`config.mk`:
```
export PLATFORM = sky130hd
export DESIGN_NAME = operand_fetch_stage
export DESIGN_NICKNAME = d
export VERILOG_FILES = /design/src/rtl/operand_fetch_stage.sv
export SDC_FILE = /design/constraint.sdc
export NUM_CORES = 1
export LEC_CHECK = 0
export ABC_AREA = 1
export CORE_AREA = 2 2 150 152
export CTS_CLUSTER_SIZE = 16
export DETAILED_ROUTE_END_ITERATION = 7
export DIE_AREA = 0 0 152 154
export GPL_TIMING_DRIVEN = 0
export PLACE_DENSITY = 0.71
export SLEW_MARGIN = 10
export SYNTH_ARGS = -nofsm -noshare
export SYNTH_HDL_FRONTEND = slang
export SYNTH_SLANG_ARGS = --single-unit
```
`constraint.sdc`:
```
create_clock -name clk -period 1.6 [get_ports clk]
set_input_delay 0.32 -clock clk [delete_from_list [all_inputs] [get_ports clk]]
set_output_delay 0.32 -clock clk [all_outputs]
set_load 0.005 [all_outputs]
```
`src/rtl/operand_fetch_stage.sv`:
```
// D-stage operand fetch: GRF read addressing, E/M forwarding, Tuse/Tnew hazard
// detection and the D/E pipeline register, which takes a bubble on stall or reset.
module operand_fetch_stage #(
   parameter int DATA_W = 32,
   parameter int ADDR_W = 5,
   parameter int T_W    = 2
) (
   input  logic              clk,
   input  logic              Reset,
   input  logic              D_valid,
   input  logic [DATA_W-1:0] D_pc,
   input  logic [ADDR_W-1:0] D_rs,
   input  logic [ADDR_W-1:0] D_rt,
   input  logic [T_W-1:0]    D_rs_tuse,
   input  logic [T_W-1:0]    D_rt_tuse,
   input  logic [ADDR_W-1:0] D_wa,
   input  logic [T_W-1:0]    D_tnew,
   output logic [ADDR_W-1:0] grf_a1,
   output logic [ADDR_W-1:0] grf_a2,
   input  logic [DATA_W-1:0] grf_rd1,
   input  logic [DATA_W-1:0] grf_rd2,
   input  logic [ADDR_W-1:0] E_fw_wa,
   input  logic [T_W-1:0]    E_fw_tnew,
   input  logic [DATA_W-1:0] E_fw_wd,
   input  logic [ADDR_W-1:0] M_fw_wa,
   input  logic [T_W-1:0]    M_fw_tnew,
   input  logic [DATA_W-1:0] M_fw_wd,
   output logic [DATA_W-1:0] D_rs_val,
   output logic [DATA_W-1:0] D_rt_val,
   output logic              stall,
   output logic              E_valid,
   output logic [DATA_W-1:0] E_pc,
   output logic [ADDR_W-1:0] E_rs,
   output logic [ADDR_W-1:0] E_rt,
   output logic [DATA_W-1:0] E_rs_val,
   output logic [DATA_W-1:0] E_rt_val,
   output logic [ADDR_W-1:0] E_wa,
   output logic [T_W-1:0]    E_tnew
);

   // Pipeline control: stall freezes PC and F/D upstream while this stage
   // sends a bubble into E; there is no valid/ready pair, D_valid simply
   // qualifies the D inputs and E_valid qualifies the D/E register.

   logic rs_match_e, rs_match_m, rt_match_e, rt_match_m;
   logic rs_hazard, rt_hazard;
   logic load;

   assign grf_a1 = D_rs;
   assign grf_a2 = D_rt;

   // Register 0 never matches, so a stage with wa==0 is treated as non-writing.
   assign rs_match_e = (D_rs != '0) && (D_rs == E_fw_wa);
   assign rs_match_m = (D_rs != '0) && (D_rs == M_fw_wa);
   assign rt_match_e = (D_rt != '0) && (D_rt == E_fw_wa);
   assign rt_match_m = (D_rt != '0) && (D_rt == M_fw_wa);

   always_comb begin
      D_rs_val = grf_rd1;
      if (D_rs == '0)
         D_rs_val = '0;
      else if (rs_match_e && (E_fw_tnew == '0))
         D_rs_val = E_fw_wd;
      else if (rs_match_m && (M_fw_tnew == '0))
         D_rs_val = M_fw_wd;
   end

   always_comb begin
      D_rt_val = grf_rd2;
      if (D_rt == '0)
         D_rt_val = '0;
      else if (rt_match_e && (E_fw_tnew == '0))
         D_rt_val = E_fw_wd;
      else if (rt_match_m && (M_fw_tnew == '0))
         D_rt_val = M_fw_wd;
   end

   // Tnew never exceeds 3, so a tuse of 3 (unused source) can never stall.
   assign rs_hazard = (rs_match_e && (E_fw_tnew > D_rs_tuse)) ||
                      (rs_match_m && (M_fw_tnew > D_rs_tuse));
   assign rt_hazard = (rt_match_e && (E_fw_tnew > D_rt_tuse)) ||
                      (rt_match_m && (M_fw_tnew > D_rt_tuse));

   assign stall = D_valid && (rs_hazard || rt_hazard);
   assign load  = D_valid && !stall;

   always_ff @(posedge clk) begin
      if (Reset || !load) begin
         E_valid  <= 1'b0;
         E_pc     <= '0;
         E_rs     <= '0;
         E_rt     <= '0;
         E_rs_val <= '0;
         E_rt_val <= '0;
         E_wa     <= '0;
         E_tnew   <= '0;
      end else begin
         E_valid  <= 1'b1;
         E_pc     <= D_pc;
         E_rs     <= D_rs;
         E_rt     <= D_rt;
         E_rs_val <= D_rs_val;
         E_rt_val <= D_rt_val;
         E_wa     <= D_wa;
         E_tnew   <= D_tnew;
      end
   end

endmodule

```
* Yosys cells after proc, flatten, opt, wreduce, memory -nomap -nowiden *
Index checks and enable logic that the tools add are counted.

storage, ports and cells
  bits in registers = 114
  input bits = 198

cells by class
  order comparisons = 4
  eq/ne operators = 4
  muxes and demuxes = 7
  reductions and logical operators = 26

operators with widths
  operator             number
  $mux W32             6
  $eq A5 B5 Y1         4
  $logic_and A1 B1 Y1  14
  $logic_not A5 Y1     2
  $reduce_bool A5 Y1   2
  $gt A2 B2 Y1         4
  $logic_not A2 Y1     2
  $logic_or A1 B1 Y1   4
  $logic_not A1 Y1     2
  $mux W1              1

* Logic depth before layout (Yosys ltp) *
  word-level depth = 11
  mapped depth = 13
  mapped depth without buffers = 11

* Worst setup path after synthesis *
No wires, ideal clock.

  path kind = in2out
  start point = input D_rs[3]
  end point = output D_rs_val[0]
  arrival = 1.406 ns
  required time = 1.280 ns
  slack = -0.126 ns
  stages on the path = 10
  path buffers = 1
  cell sequence = inv_1 -> nand4_2 -> nand2_1 -> nor2_2 -> nand2_1 -> clkbuf_1 -> nand2_1 -> nand3_1 -> nand2_1 -> inv_1

on the way
  word-level cells in the longest chain between the ends = 6
  elaborated cells on any way between the ends = 11
  those cells by class = 2 x eq/ne; 3 x mux; 6 x reduce/logical

RTL lines
  item                                                       line    source
  start, declared                                            12      input logic [ADDR_W-1:0] D_rs,
  $eq A5 B5 Y1 / $reduce_bool A5 Y1 (equally long branches)  54, 53
  $logic_and A1 B1 Y1                                        54      assign rs_match_m = (D_rs != '0) && (D_rs == M_fw_wa);
  $logic_and A1 B1 Y1                                        64      else if (rs_match_m && (M_fw_tnew == '0))
  $mux W32                                                   64
  $mux W32                                                   62      else if (rs_match_e && (E_fw_tnew == '0))
  $mux W32 (*)                                               60      if (D_rs == '0)
  end, declared                                              28      output logic [DATA_W-1:0] D_rs_val,

Mark *: on every way between the ends. The rest lies on a longest branch, timed or not.

* Worst setup path after layout *
  start point = input D_rs[0]
  end point = output D_rs_val[9]

The elaborated chain is that of the path after synthesis.

==> run_summary.xml <==
<?xml version="1.0" encoding="UTF-8"?>
<metrics>
  <group name="cells_and_area">
    <metric name="syn2layout_area_growth" unit="%">145</metric>
    <metric name="layout.core_utilization" unit="%">69.4</metric>
    <metric name="final_net_count" unit="">1818</metric>
    <metric name="layout-drive-gt1-share" unit="%">47.3</metric>
    <metric name="most_common_library_cell_in_the_layout_ignoring_fill_and_taps" unit="">sky130_fd_sc_hd__clkdlybuf4s50_1</metric>
    <metric name="layout_common_cells" unit="">293 x sky130_fd_sc_hd__clkdlybuf4s50_1, 158 x sky130_fd_sc_hd__inv_1, 118 x sky130_fd_sc_hd__buf_4, 117 x sky130_fd_sc_hd__nand2_1, 116 x sky130_fd_sc_hd__nand3_2</metric>
  </group>
  <group name="timing">
    <metric name="worst_pin_slew" unit="ps">504</metric>
    <metric name="period_needed" unit="ps">2180</metric>
    <metric name="slew_viol_final" unit="">0</metric>
    <metric name="timing_hold_violations_final" unit="">0</metric>
    <metric name="final.setup.worst_slack" unit="ps">-582</metric>
    <metric name="fin_crit_sh" unit="%">136</metric>
    <metric name="report.final.setup_viol" unit="">183</metric>
    <metric name="grt_setup_unrepaired" unit="">yes</metric>
    <metric name="max_freq" unit="GHz">0.458</metric>
    <metric name="slew_headroom" unit="%">66.4</metric>
  </group>
  <group name="synthesis">
    <metric name="netlist-cell-type-count" unit="">16</metric>
    <metric name="syn-mean-instance-area" unit="sq um">6.05</metric>
    <metric name="synth_warnings" unit="">0</metric>
    <metric name="syn_area" unit="sq um">6140</metric>
    <metric name="ys_seq_area_share" unit="%">37.2</metric>
    <metric name="syn_nets" unit="">1221</metric>
    <metric name="syn-instance-count" unit="">1015</metric>
    <metric name="synth-seq-cells" unit="">114</metric>
  </group>
  <group name="worst_setup_path">
    <metric name="crit_required" unit="ps">1280</metric>
    <metric name="worstPathArrival" unit="ps">1860</metric>
    <metric name="timing.setup.critical_path_class" unit="">input port to output port</metric>
    <metric name="worstPathMaxFanout" unit="">8</metric>
    <metric name="worstSetupEndpointType" unit="">output port</metric>
    <metric name="startpoint_type" unit="">input port</metric>
  </group>
  <group name="route">
    <metric name="vias_per_cell" unit="">4.79</metric>
    <metric name="total_routed_length" unit="um">36600</metric>
    <metric name="routed-wl-met3" unit="um">2330</metric>
    <metric name="met2_length" unit="um">18500</metric>
    <metric name="detailedRoute.firstIterationViolations" unit="">532</metric>
    <metric name="topRoutingLayerUsed" unit="">met4</metric>
    <metric name="route.layer.met1.wl" unit="um">13700</metric>
    <metric name="drc" unit="">0</metric>
    <metric name="drt_pass1_iterations" unit="">7</metric>
    <metric name="postRouteAntennaNets" unit="">0</metric>
    <metric name="vias" unit="">9135</metric>
    <metric name="detail_route.wl_per_cell" unit="um">19.2</metric>
  </group>
  <group name="floorplanning">
    <metric name="fp.coreArea" unit="sq um">21700</metric>
    <metric name="io-pin-count" unit="">387</metric>
    <metric name="initial_core_util" unit="%">28.3</metric>
    <metric name="die_height" unit="um">154</metric>
    <metric name="dieArea" unit="sq um">23400</metric>
    <metric name="floorplan.rows" unit="">54</metric>
    <metric name="die_width" unit="um">152</metric>
  </group>
  <group name="global_route">
    <metric name="grt_pass1_wl" unit="um">51600</metric>
    <metric name="global_route.usage.total" unit="%">28.4</metric>
    <metric name="globalRouteOverflowTotal" unit="">0</metric>
    <metric name="antenna_found_initial" unit="">4</metric>
    <metric name="grt_max_degree" unit="">17</metric>
    <metric name="grt_pass1_vias" unit="">9404</metric>
  </group>
  <group name="clock_network">
    <metric name="tritoncts" unit="">yes</metric>
    <metric name="cts_buffer_depth" unit="">2</metric>
    <metric name="clock-root-buffer" unit="">sky130_fd_sc_hd__clkbuf_16</metric>
    <metric name="cts_buffers" unit="">17</metric>
    <metric name="clk_transition_reported_paths" unit="ps">80</metric>
    <metric name="cts.hold.buffers_added" unit="">0</metric>
    <metric name="cts-htree-levels" unit="">4</metric>
    <metric name="tritoncts_sinks" unit="">114</metric>
  </group>
  <group name="power_and_ir_drop">
    <metric name="power-per-cell-area" unit="nW/um^2">657</metric>
    <metric name="vdd.ir_drop.worst" unit="V">0.000677</metric>
    <metric name="total_power" unit="W">0.00990</metric>
    <metric name="total_leakage_power" unit="nW">7.39</metric>
  </group>
  <group name="placed_design">
    <metric name="gp_congestion" unit="">0.877</metric>
    <metric name="detailed_placer_s_ending_hpwl" unit="um">22000</metric>
    <metric name="port_buffers" unit="">386</metric>
  </group>
  <group name="run_status">
    <metric name="run_status" unit="">finished, violations left</metric>
    <metric name="violated_checks" unit="">negative setup slack</metric>
  </group>
  <group name="worst_hold_path">
    <metric name="hp-class" unit="">input port to register</metric>
    <metric name="hold_depth" unit="">3</metric>
  </group>
  <group name="job">
    <metric name="drv_cap" unit="">0</metric>
  </group>
</metrics>
[metrics by stage]
stage          TNS, ps  instance area (sq um)  hold slack (ps)  setup WS (ps)  cells
2_1_floorplan    -2870                   6190              432          -47.5   1015
3_3_place_gp   -266890                  10400              845          -2060   1681
3_5_place_dp   -267920                  10400              848          -2080   1681
4_1_cts         -46740                  13900              125           -476   1901
5_1_grt         -67550                  15100              129           -630   1909
6_report        -54640                  15100              135           -582   1909
[timing repair]
item / 4_1_cts / 5_1_grt
buffers inserted: 177 / 44
gates resized for setup: 779 / 341
setup endpoints to repair: 195 / 202
pin swaps: 147 / 98
gates cloned: 15 / 4
[Yosys cell counts]
cell type,count,share of area [%]
sky130_fd_sc_hd__a21oi_1,8,0.65
sky130_fd_sc_hd__buf_1,1,0.061
sky130_fd_sc_hd__buf_2,14,1.1
sky130_fd_sc_hd__buf_4,17,2.1
sky130_fd_sc_hd__clkbuf_1,34,2.1
sky130_fd_sc_hd__dfxtp_1,114,37
sky130_fd_sc_hd__ha_1,8,1.6
sky130_fd_sc_hd__inv_1,229,14
sky130_fd_sc_hd__inv_2,1,0.061
sky130_fd_sc_hd__nand2_1,251,15
sky130_fd_sc_hd__nand2_2,1,0.10
sky130_fd_sc_hd__nand3_1,197,16
sky130_fd_sc_hd__nand4_2,2,0.41
sky130_fd_sc_hd__nor2_1,125,7.6
sky130_fd_sc_hd__nor2_2,6,0.61
sky130_fd_sc_hd__xnor2_1,7,1.0
[power by group]
part           internal (W)  switching [W]  total, W
Clock               0.00222        0.00173   0.00395
Sequential          0.00297      0.0000362   0.00301
Combinational       0.00169        0.00125   0.00294
[final cells by class]
class                      count  area, sq um
sequential                   114         2280
buffer                        65          926
inverter                     230          913
tap                          280          350
fill                        1557         6630
clock buffer                  17          425
antenna                        4         10.0
clock inverter                15          163
timing repair buffer         579         5850
multi-input combinational    605         4140
[registers in the layout, summed over array words and instances (netlist names)]
| signal | flops |
|---|---|
| E_rt | 5 |
| E_valid | 1 |
| E_rt_val | 32 |
| E_rs_val | 32 |
| E_wa | 5 |
| E_rs | 5 |
| E_tnew | 2 |
| E_pc | 32 |
[kinds of logic (layout without fill, tap and decap cells)]
kind of cell	count (synthesis)	count (layout)	synth area share (%)
AND/OR/NAND/NOR	582	582	40.2
buffers and inverters	296	906	19.4
flip-flops	114	114	37.2
adder cells (fa/ha/maj)	8	8	1.63
AO/OA/AOI/OAI	8	8	0.652
XOR/XNOR	7	7	0.998
other	0	4	0
[critical path: stages]
cell and delay (ps):
sky130_fd_sc_hd__buf_12 120, sky130_fd_sc_hd__nand2_2 80, sky130_fd_sc_hd__nand2_2 70, sky130_fd_sc_hd__nor2_2 150, sky130_fd_sc_hd__nand2_2 80, sky130_fd_sc_hd__nor2_4 140
sky130_fd_sc_hd__buf_12 150, sky130_fd_sc_hd__nand2_8 100, sky130_fd_sc_hd__buf_6 140, sky130_fd_sc_hd__buf_12 140, sky130_fd_sc_hd__nand2_4 50, sky130_fd_sc_hd__nand3_2 90
sky130_fd_sc_hd__nand2_2 90, sky130_fd_sc_hd__inv_2 40, sky130_fd_sc_hd__buf_6 100
[final timing paths]
path	from	end	slack, ps
hold / removal	D_rs[4]	E_rs[4]$_SDFF_PP0_	130
setup / recovery	D_rs[0]	D_rs_val[9]	-580
[per-layer routing]
layer,global-route usage (%),vias to the layer above
met4,14.2,0
met2,51.2,521
met1,31.7,4247
li1,-,4210
met5,0,-
met3,5.75,157
Note: power is estimated with default switching activity, not from simulation.
